--- config.mk ---
export PLATFORM = sky130hd
export DESIGN_NAME = address_gen_pipe
export DESIGN_NICKNAME = d
export VERILOG_FILES = /design/src/rtl/address_gen_pipe.sv
export SDC_FILE = /design/constraint.sdc
export NUM_CORES = 1
export LEC_CHECK = 0
export CAP_MARGIN = 20
export CELL_PAD_IN_SITES_DETAIL_PLACEMENT = 0
export CELL_PAD_IN_SITES_GLOBAL_PLACEMENT = 2
export CORE_AREA = 2 2 102 104
export DETAILED_ROUTE_END_ITERATION = 8
export DIE_AREA = 0 0 104 106
export DONT_BUFFER_PORTS = 1
export GPL_TIMING_DRIVEN = 0
export PLACE_DENSITY = 0.81
export REMOVE_ABC_BUFFERS = 1
export SLEW_MARGIN = 5
export SYNTH_ARGS = -nofsm -noshare
export SYNTH_HDL_FRONTEND = slang
export SYNTH_SLANG_ARGS = --single-unit
--- constraint.sdc ---
create_clock -name CLK -period 2.8 [get_ports CLK]
set_clock_uncertainty 0.2 [all_clocks]
set_input_delay 0.14 -clock CLK [delete_from_list [all_inputs] [get_ports CLK]]
set_output_delay 0.14 -clock CLK [all_outputs]
set_load 0.02 [all_outputs]
--- src/rtl/address_gen_pipe.sv ---
// address_gen_pipe: two-stage LC-3b address generator.
// Stage 1 selects the base (ADDR1) and forms the extended, shifted IR offset
// (ADDR2). Stage 2 adds them and presents OUT/CARRY/ALIGN_FAULT under a
// valid/ready handshake. Each stage holds its contents while the stage ahead
// of it is blocked, so no request is dropped or duplicated.
module address_gen_pipe #(
  parameter int WIDTH   = 16,
  parameter int SHAMT_W = 2
) (
  input  logic               CLK,
  input  logic               RESET_N,
  input  logic               IN_VALID,
  output logic               IN_READY,
  input  logic [1:0]         ADDR1_SEL,
  input  logic [2:0]         ADDR2_SEL,
  input  logic [SHAMT_W-1:0] SHAMT,
  input  logic               WORD,
  input  logic [WIDTH-1:0]   IR,
  input  logic [WIDTH-1:0]   PC,
  input  logic [WIDTH-1:0]   SR1,
  output logic               OUT_VALID,
  input  logic               OUT_READY,
  output logic [WIDTH-1:0]   OUT,
  output logic               CARRY,
  output logic               ALIGN_FAULT
);

  // ADDR1 source encodings; ZERO and the reserved code both give a zero base.
  localparam logic [1:0] A1_PC    = 2'd0;
  localparam logic [1:0] A1_BASER = 2'd1;

  // ADDR2 source encodings; codes 5..7 give a zero offset.
  localparam logic [2:0] A2_OFF6  = 3'd1;
  localparam logic [2:0] A2_OFF9  = 3'd2;
  localparam logic [2:0] A2_OFF11 = 3'd3;
  localparam logic [2:0] A2_TRAP8 = 3'd4;

  // Extend the selected IR field to the datapath width. Signed offsets
  // replicate their MSB; the trap vector is zero-filled.
  function automatic logic [WIDTH-1:0] ext_offset(input logic [2:0]  sel,
                                                  input logic [10:0] ir_low);
    logic [WIDTH-1:0] ext;
    case (sel)
      A2_OFF6:  ext = {{(WIDTH-6){ir_low[5]}}, ir_low[5:0]};
      A2_OFF9:  ext = {{(WIDTH-9){ir_low[8]}}, ir_low[8:0]};
      A2_OFF11: ext = {{(WIDTH-11){ir_low[10]}}, ir_low[10:0]};
      A2_TRAP8: ext = {{(WIDTH-8){1'b0}}, ir_low[7:0]};
      default:  ext = {WIDTH{1'b0}};
    endcase
    return ext;
  endfunction

  // A word access is misaligned when the byte address is odd.
  function automatic logic misaligned(input logic is_word, input logic addr_lsb);
    return is_word & addr_lsb;
  endfunction

  // Stage 1 (operand) state.
  logic               s1_valid_r;
  logic [WIDTH-1:0]   s1_a_r;
  logic [WIDTH-1:0]   s1_b_r;
  logic               s1_word_r;

  // Stage 2 (result) state, driven straight onto the outputs.
  logic               out_valid_r;
  logic [WIDTH-1:0]   out_r;
  logic               carry_r;
  logic               align_fault_r;

  // Combinational operands and handshake terms.
  logic [WIDTH-1:0]   a_s;
  logic [WIDTH-1:0]   ext_s;
  logic [WIDTH-1:0]   b_s;
  logic [WIDTH:0]     sum_s;
  logic               s2_adv_s;
  logic               in_ready_s;
  logic               accept_s;

  // IR bits above the widest offset field never feed the address.
  logic               unused_ir_s;
  assign unused_ir_s = ^IR[WIDTH-1:11];

  // Handshake: stage 2 can take new data when empty or being drained; stage 1
  // can take a request when empty or when it is moving into stage 2.
  always_comb begin
    s2_adv_s   = (~out_valid_r) | OUT_READY;
    in_ready_s = (~s1_valid_r) | s2_adv_s;
    accept_s   = IN_VALID & in_ready_s;
  end

  // Base select: PC, base register, or zero for the ZERO/reserved codes.
  always_comb begin
    a_s = {WIDTH{1'b0}};
    case (ADDR1_SEL)
      A1_PC:    a_s = PC;
      A1_BASER: a_s = SR1;
      default:  a_s = {WIDTH{1'b0}};
    endcase
  end

  // Offset: extend then shift left; bits pushed past the MSB are dropped.
  always_comb begin
    ext_s = ext_offset(ADDR2_SEL, IR[10:0]);
    b_s   = ext_s << SHAMT;
  end

  // Full-width add with carry out of the top bit.
  always_comb begin
    sum_s = {1'b0, s1_a_r} + {1'b0, s1_b_r};
  end

  // Stage 1 register: load on accept, otherwise empty out when the operands
  // move forward, otherwise hold while stage 2 is blocked.
  always_ff @(posedge CLK or negedge RESET_N) begin
    if (!RESET_N) begin
      s1_valid_r <= 1'b0;
      s1_a_r     <= {WIDTH{1'b0}};
      s1_b_r     <= {WIDTH{1'b0}};
      s1_word_r  <= 1'b0;
    end else if (accept_s) begin
      s1_valid_r <= 1'b1;
      s1_a_r     <= a_s;
      s1_b_r     <= b_s;
      s1_word_r  <= WORD;
    end else if (s2_adv_s) begin
      s1_valid_r <= 1'b0;
    end else begin
      s1_valid_r <= s1_valid_r;
    end
  end

  // Stage 2 register: capture the sum when stage 1 advances, clear the valid
  // flag on a bubble, and hold everything while the consumer stalls.
  always_ff @(posedge CLK or negedge RESET_N) begin
    if (!RESET_N) begin
      out_valid_r   <= 1'b0;
      out_r         <= {WIDTH{1'b0}};
      carry_r       <= 1'b0;
      align_fault_r <= 1'b0;
    end else if (s2_adv_s) begin
      out_valid_r <= s1_valid_r;
      if (s1_valid_r) begin
        out_r         <= sum_s[WIDTH-1:0];
        carry_r       <= sum_s[WIDTH];
        align_fault_r <= misaligned(s1_word_r, sum_s[0]);
      end else begin
        out_r         <= out_r;
        carry_r       <= carry_r;
        align_fault_r <= align_fault_r;
      end
    end else begin
      out_valid_r <= out_valid_r;
    end
  end

  assign IN_READY    = in_ready_s;
  assign OUT_VALID   = out_valid_r;
  assign OUT         = out_r;
  assign CARRY       = carry_r;
  assign ALIGN_FAULT = align_fault_r;

endmodule

Word level (Yosys, flattened, before mapping)
Cells that the tools add are included.
- add/sub/neg operators: 1
- equal/unequal tests: 5
- shift operators: 1
- muxes and demuxes: 4
- bitwise logic cells: 6
- reductions and logical operators: 3
- operators by type and width (cell ; count):
    case mux 16 bit (4 select lines) ; 1
    case mux 16 bit (2 select lines) ; 1
    adder 16 x 16 -> 17 bit ; 1
    left shift 16 x 2 -> 16 bit ; 1
    equality test 3 x 2 -> 1 bit (second input constant) ; 2
    equality test 3 x 1 -> 1 bit (second input constant) ; 1
    equality test 3 bit (second input constant) ; 1
    bitwise AND 1 bit ; 2
    equality test 2 x 1 -> 1 bit (second input constant) ; 1
    zero test 2 bit ; 1
    two-way mux 1 bit ; 2
    inverter 1 bit ; 2
    OR 1 bit ; 2
    AND reduction 2 bit ; 1
    nonzero test 2 bit ; 1
- register bits: 53
- input port bits: 60

Logic depth before layout (Yosys ltp)
Gate-level depths: netlist (run 1).
- depth in word-level cells: 5
- mapped depth: 8

Worst setup path before layout (run 1)
Ideal clock, no wire load.
- kind: reg-to-reg
- start point: register s1_a_r[0]
- end point: register out_r[10] (netlist: OUT[10])
- data arrival time: 2.244 ns
- required time: 2.469 ns
- setup slack: 0.224 ns
- cell stages (with the launch flop): 9
- buffers on the path: 0
- clock period less this slack: 2.576 ns
- path through: dfrtp_1 ha_1 fa_1 a211oi_2 nor3_1 or4_1 a311o_1 nand2_1 o21ai_1
- cells in the longest elaborated chain, start to end: 1
- ends and longest elaborated chain (what ; line ; source):
    start, declared ; 60 ; logic [WIDTH-1:0] s1_a_r;
    start signal, assigned ; 117 ; s1_a_r <= {WIDTH{1'b0}};
    start signal, assigned ; 122 ; s1_a_r <= a_s;
    adder 16 x 16 -> 17 bit ; 109 ; sum_s = {1'b0, s1_a_r} + {1'b0, s1_b_r};
    end signal, assigned ; 137 ; out_r <= {WIDTH{1'b0}};
    end signal, assigned ; 143 ; out_r <= sum_s[WIDTH-1:0];
    end signal, assigned ; 147 ; out_r <= out_r;
    end, declared ; 66 ; logic [WIDTH-1:0] out_r;
No other way between the ends.
A chain may end at the register's enable or synchronous reset.

Final worst setup path (run 1)
Same ends and word-level chain as after synthesis.

==> impl_metrics.csv, run 1 <==
group,metric,value,unit
die,initial_core_util,32.9,%
setup_path,worstPathRequired,2770,ps
place,hpwl,5460,um
timing,worstMarginPinSlew,999,ps
cts,cts_max_level,2,
detailed_routing,first_iter_violations,106,
layout,diodes,0,
layout,drive_gt1_share,6.81,%
timing,finalCritPeriodShare,97.4,%
timing,max_freq,367,MHz
place,gp_congestion,0.804,
synthesis,synth_top_area_cell,"dfrtp_1",
outcome,status,"complete, no violations",
grt,antenna_found_initial,0,
grt,grt_overflow_total,0,
worst_hold_path,min_path_type,"in -> reg",
cts,clock_sinks,51,
grt,grt_pass1_wl,13400,um
job,maxCapViolations,0,
die,dieHeight,106,um
layout,fin_nets,489,
timing,grt_setup_unrepaired,"true",
pwr,p_per_area,535,mW/mm^2
die,die_x,104,um
detailed_routing,dr.pass1.iters,5,
cts,insertion_delay,310,ps
timing,finalHoldViolCount,0,
synthesis,synthTopCellsByArea,"dfrtp_1, nand2_1, ha_1, mux2i_1, o21ai_0",
grt,first_global_vias,2805,
timing,relSlewSlack,33.2,%
setup_path,end_kind,"register",
detailed_routing,routed_wl,7930,um
detailed_routing,drc,0,
timing,slew_viol_final,0,
pwr,vdd_drop_max,0.000207,V
cts,cts_buffers,5,
die,boundaryPins,80,
timing,setup_viol,0,
synthesis,synth_top_area_share,38.8,%
synthesis,synth.distinct_cells,44,
cts,cts_tree,"built",
synthesis,ys_warn_count,0,
timing,setup_ws,73.0,ps
detailed_routing,viasPerCell,5.06,
setup_path,path_class,"reg -> reg",
die,core,0.0100,mm^2
place,io_buffers,0,
setup_path,cp_max_fo,3,
timing,tns,0,ps
die,rows,37,
detailed_routing,vias,2767,
synthesis,syn_area_per_cell,8.82,um^2
synthesis,synth-seq-cells,51,
synthesis,syn-cell-area,0.00329,mm^2
grt,grt_max_degree,55,
cts,cts_max_path_buffers,2,
pwr,p_leak,1.73,nW
grt,track_usage,14.9,%
setup_path,start_kind,"register",
detailed_routing,drtAntennaViolNets,0,
cts,cts.clk_slew.worst_paths,90,ps
setup_path,critPathArrivalTime,2700,ps
place,dp_slack,1.27,ps
cts,cts-root-buf,"clkbuf_8",
die,dieArea,0.0110,mm^2
synthesis,syn_inst,373,
timing,period_minus_slack,2730,ps
synthesis,yosysSeqAreaShare,38.8,%
detailed_routing,wl_per_cell,14.5,um
layout,final_core_util,40.3,%
layout,syn2layout_area_growth,22.7,%
power by group:
group          total, mW  leakage, nW  switching [mW]  internal, mW
Clock              0.410       0.0361           0.243         0.166
Combinational      0.668         1.05           0.360         0.308
Sequential          1.08        0.651           0.206         0.875
Total               2.16         1.73           0.810          1.35
placed cells by master, fill, tap and decap left out, types with 8 or more instances in the layout:
cell,n
o31ai_1,18
o21ai_0,31
nand2_1,64
nor2_1,23
ha_1,15
nand2b_1,9
mux2i_1,19
a21oi_1,20
o211ai_1,8
dlygate4sd3_1,51
dfrtp_1,51
mux2_2,10
path summary, 6_finish.rpt:
| path | start | end | slack, ps | depth (start not counted) |
|---|---|---|---|---|
| max in group asynchronous | RESET_N | s1_a_r[14] | 2040 | 2 |
| max reg2reg | s1_a_r[0] | OUT[10] | 70 | 8 |
| min reg2reg | s1_a_r[8] | s1_a_r[8] | 290 | 2 |
| max | s1_a_r[0] | OUT[10] | 70 | 8 |
| min in group asynchronous | RESET_N | s1_b_r[2] | 130 | 2 |
| min | ADDR2_SEL[0] | s1_b_r[14] | 10 | 2 |
layer usage:
metal / track usage (%) / part of all wire, %
met4: 5.98 / 2.1
met3: 3.99 / 5.0
met2: 24.6 / 48
met1: 18.4 / 45
met5: 0 / 0
layout make-up:
cell class / count / area [um^2]
clock inverters: 1 / 7.51
flip-flops and latches: 51 / 1280
repair buffers: 55 / 573
clock buffers: 5 / 68.8
inverters: 5 / 18.8
multi-input cells: 294 / 1920
well taps: 136 / 170
fillers: 1041 / 5970
stage by stage:
step                      instances  power [mW]  area [um^2]  hold slack [ps]
after floorplan                 350        1.52         3190             -356
after global placement          486        1.64         3360             -354
after detailed placement        487        1.66         3380             -354
after CTS                       545        2.17         4000             12.5
after global routing            547        2.32         4030             15.6
final                           547        2.16         4030             10.1
Yosys cell counts (all sizes together):
cell type and number:
nor3 6, xor2 6, nor2 23, mux2 11, or3 2, inv 5
ha 16, and3 1, a21oi 21, a31oi 4, nor4b 1, xnor2 4
nor2b 3, a221oi 3, nand2b 9, a32o 2, o31ai 18, o21a 2
nand3b 3, buf 6, a311oi 2, o21ai 37, mux2i 19, a311o 1
clkbuf 17, o21bai 2, a211oi 7, fa 1, a31o 1, o211ai 8
a32oi 1, and2 1, or4 1, nand2 65, dfrtp 51, o22ai 1
nand3 7, a21o 5
flip-flops by register name, summed over array words and instances, names as in the netlist:
register	flops
OUT	16
s1_a_r	16
s1_b_r	14
ALIGN_FAULT	1
CARRY	1
OUT_VALID	1
s1_valid_r	1
s1_word_r	1
logic make-up after synthesis:
group | Yosys count | synth area share [%]
AOI/OAI and AO/OA | 115 | 22.5
xor gates and xnor gates | 10 | 2.66
adders and majority gates | 17 | 6.70
buffers and inverters | 28 | 3.54
DFF | 51 | 38.8
muxes | 30 | 9.55
and+or+nand+nor | 122 | 16.2
worst max-delay path, cell delays in order (launching register included):
cell and delay [ps]:
dfrtp_1 400, ha_2 220, fa_2 430, a211oi_4 310
nor3_2 100, or4_1 470, a311o_1 330, nand2_1 80
o21ai_1 50
repair_timing:
action	CTS	global route
endpoints found under the setup margin	2	3
hold buffers	52	0
pin swaps	1	2
gates resized for setup	0	5
buffers inserted	0	2
hold endpoints to repair	84	0
Note: power is estimated with default switching activity, not from simulation.
==> run 2, diff against run 1 <==
CORE_AREA = 2 2 100 102   (was 2 2 102 104)
CTS_BUF_LIST = sky130_fd_sc_hd__clkbuf_8   (was not set)
DIE_AREA = 0 0 102 104   (was 0 0 104 106)
PLACE_DENSITY = 0.84   (was 0.81)
==> run 2 against run 1 <==
The run now ends with hold timing left. Flip-flop and latch count did not move. Global-route usage rose by 0.25 points. Combinational power fell by 3%. First-iteration DRC count fell by 32%. Routed wire length fell by 2.2%. Critical endpoint unchanged.
==> impl_metrics.csv, run 2 (synthesized netlist as in run 1, its figures left out) <==
group,metric,value,unit
detailed_routing,drc,0,
grt,grt_max_degree,55,
setup_path,start_kind,"register",
die,dieHeight,104,um
layout,drive_gt1_share,6.47,%
layout,final_cell_area,0.00396,mm^2
die,initial_core_util,34.4,%
die,rows,36,
place,gp_congestion,0.803,
place,io_buffers,0,
worst_hold_path,hold_end,"s1_b_r[6]",
detailed_routing,dr.pass1.iters,4,
detailed_routing,drtAntennaViolNets,0,
setup_path,critPathArrivalTime,2690,ps
grt,track_usage,15.1,%
pwr,p_per_area,563,mW/mm^2
grt,antenna_found_initial,0,
timing,setup_viol,0,
place,postPlaceCellArea,0.00338,mm^2
timing,slew_viol_final,0,
layout,fin_nets,479,
timing,finalCritPeriodShare,97.7,%
setup_path,ff2ff_setup_slack,60,ps
setup_path,r2r_end,"OUT[10]",
grt,grt_overflow_total,0,
grt,first_global_vias,2762,
die,die_x,102,um
timing,period_minus_slack,2740,ps
cts,cts-root-buf,"clkbuf_8",
grt,grt_pass1_wl,13300,um
place,hpwl,5470,um
die,dieArea,0.0106,mm^2
setup_path,end_kind,"register",
layout,diodes,0,
timing,setup_ws,63.2,ps
pwr,power,2.23,mW
pwr,p_leak,1.71,nW
detailed_routing,vias,2718,
cts,cts_max_level,2,
setup_path,cp_cell_sequence,"ha_2 -> fa_2 -> a211oi_4 -> nor3_2 -> or4_1 -> a311o_1 -> nand2_1 -> o21ai_1",
cts,cts_setup_buffers,0,
job,maxCapViolations,0,
timing,relSlewSlack,35.2,%
die,core,0.00955,mm^2
worst_hold_path,min_from,"ADDR2_SEL[1]",
outcome,status,"finished with violations",
pwr,vdd_drop_max,0.000221,V
setup_path,reg2reg_depth,8,
setup_path,worstPathRequired,2750,ps
outcome,violations,"hold timing",
timing,grt_setup_unrepaired,"true",
layout,layout_commonest_cell,"nand2_1",
setup_path,crit_family,"compound AO/OA/AOI/OAI gates",
setup_path,cp_max_fo,3,
detailed_routing,wl_per_cell,14.5,um
cts,cts_tree,"built",
setup_path,slowest_delay,480,ps
setup_path,slowest_stage,"or4_1",
setup_path,cp_num_buf_inv,0,
timing,tns,0,ps
worst_hold_path,hold_path_depth,3,
detailed_routing,viasPerCell,5.08,
setup_path,path_class,"reg -> reg",
cts,clock_sinks,51,
layout,syn2layout_area_growth,20.5,%
place,dp_slack,-16.0,ps
layout,mostFrequentLayoutCells,"nand2_1, dfrtp_1, dlygate4sd3_1",
cts,insertion_delay,300,ps
timing,max_freq,365,MHz
cts,cts.clk_slew.worst_paths,90,ps
cts,cts_buffers,5,
setup_path,timing.rr.start,"s1_a_r[0]",
cts,cts_max_path_buffers,2,
layout,final_core_util,41.5,%
detailed_routing,routed_wl,7760,um
timing,hold_slack,-10.5,ps
timing,finalHoldViolCount,1,
detailed_routing,first_iter_violations,72,
die,boundaryPins,80,
timing,worstMarginPinSlew,969,ps
worst_hold_path,min_path_type,"in -> reg",
## run 2: changes by cell type in the layout (fill, tap and decap cells not counted)
cell / before / now
clkinvlp_4: 1 / 0
dlygate4sd3_1: 51 / 43
bufinv_16: 0 / 1
inv_1: 5 / 6
buf_4: 2 / 0
## run 2: report_power, final
part / internal (mW) / switching [mW]
combinational: 0.295 / 0.354
clock: 0.259 / 0.239
sequential: 0.875 / 0.207
## run 2: layer usage
layer,track usage [%],part of all wire [%],vias to the layer above,routed length (um)
li1,-,-,1402,-
met1,19.9,46,1261,3580
met2,25.3,48,49,3720
met3,3.16,4.9,6,380
met4,3.43,0.95,0,74
met5,0,0,-,0
## run 2: final cells by class
type,count,area [um^2]
Clock buffer,5,68.8
Clock inverter,2,33.8
Fill cell,1007,5590
Inverter,5,18.8
Multi-Input combinational cell,294,1920
Sequential cell,51,1280
Tap cell,133,166
Timing Repair Buffer,45,478
## run 2: worst max path at each step
stage	start	to	slack (ps)	cells past startpoint
final	s1_a_r[0]	OUT[10]	60	8
after global placement	OUT_VALID	s1_b_r[0]	-120	4
after detailed placement	s1_a_r[0]	OUT[10]	-20	8
after CTS	s1_a_r[0]	OUT[10]	3	8
after global routing	s1_a_r[0]	OUT[10]	-40	8
after floorplan	s1_a_r[0]	OUT[10]	200	8
## run 2: repair_timing
item                       CTS  global route
gates resized for setup      0             5
hold endpoints to repair    84             0
pin swaps                    1             2
setup endpoints to repair    1             3
hold buffers                44             0
## run 2: stage by stage
step                hold slack [ps]  std cells
global placement               -354        483
detailed placement             -354        484
floorplan                      -356        350
global route                   31.2        535
CTS                            3.93        535
finish                        -10.5        535
## run 2: tightest hold or removal path: cells and delay by family
family	cells	cell delay, ps
AO/OA/AOI/OAI	3	320
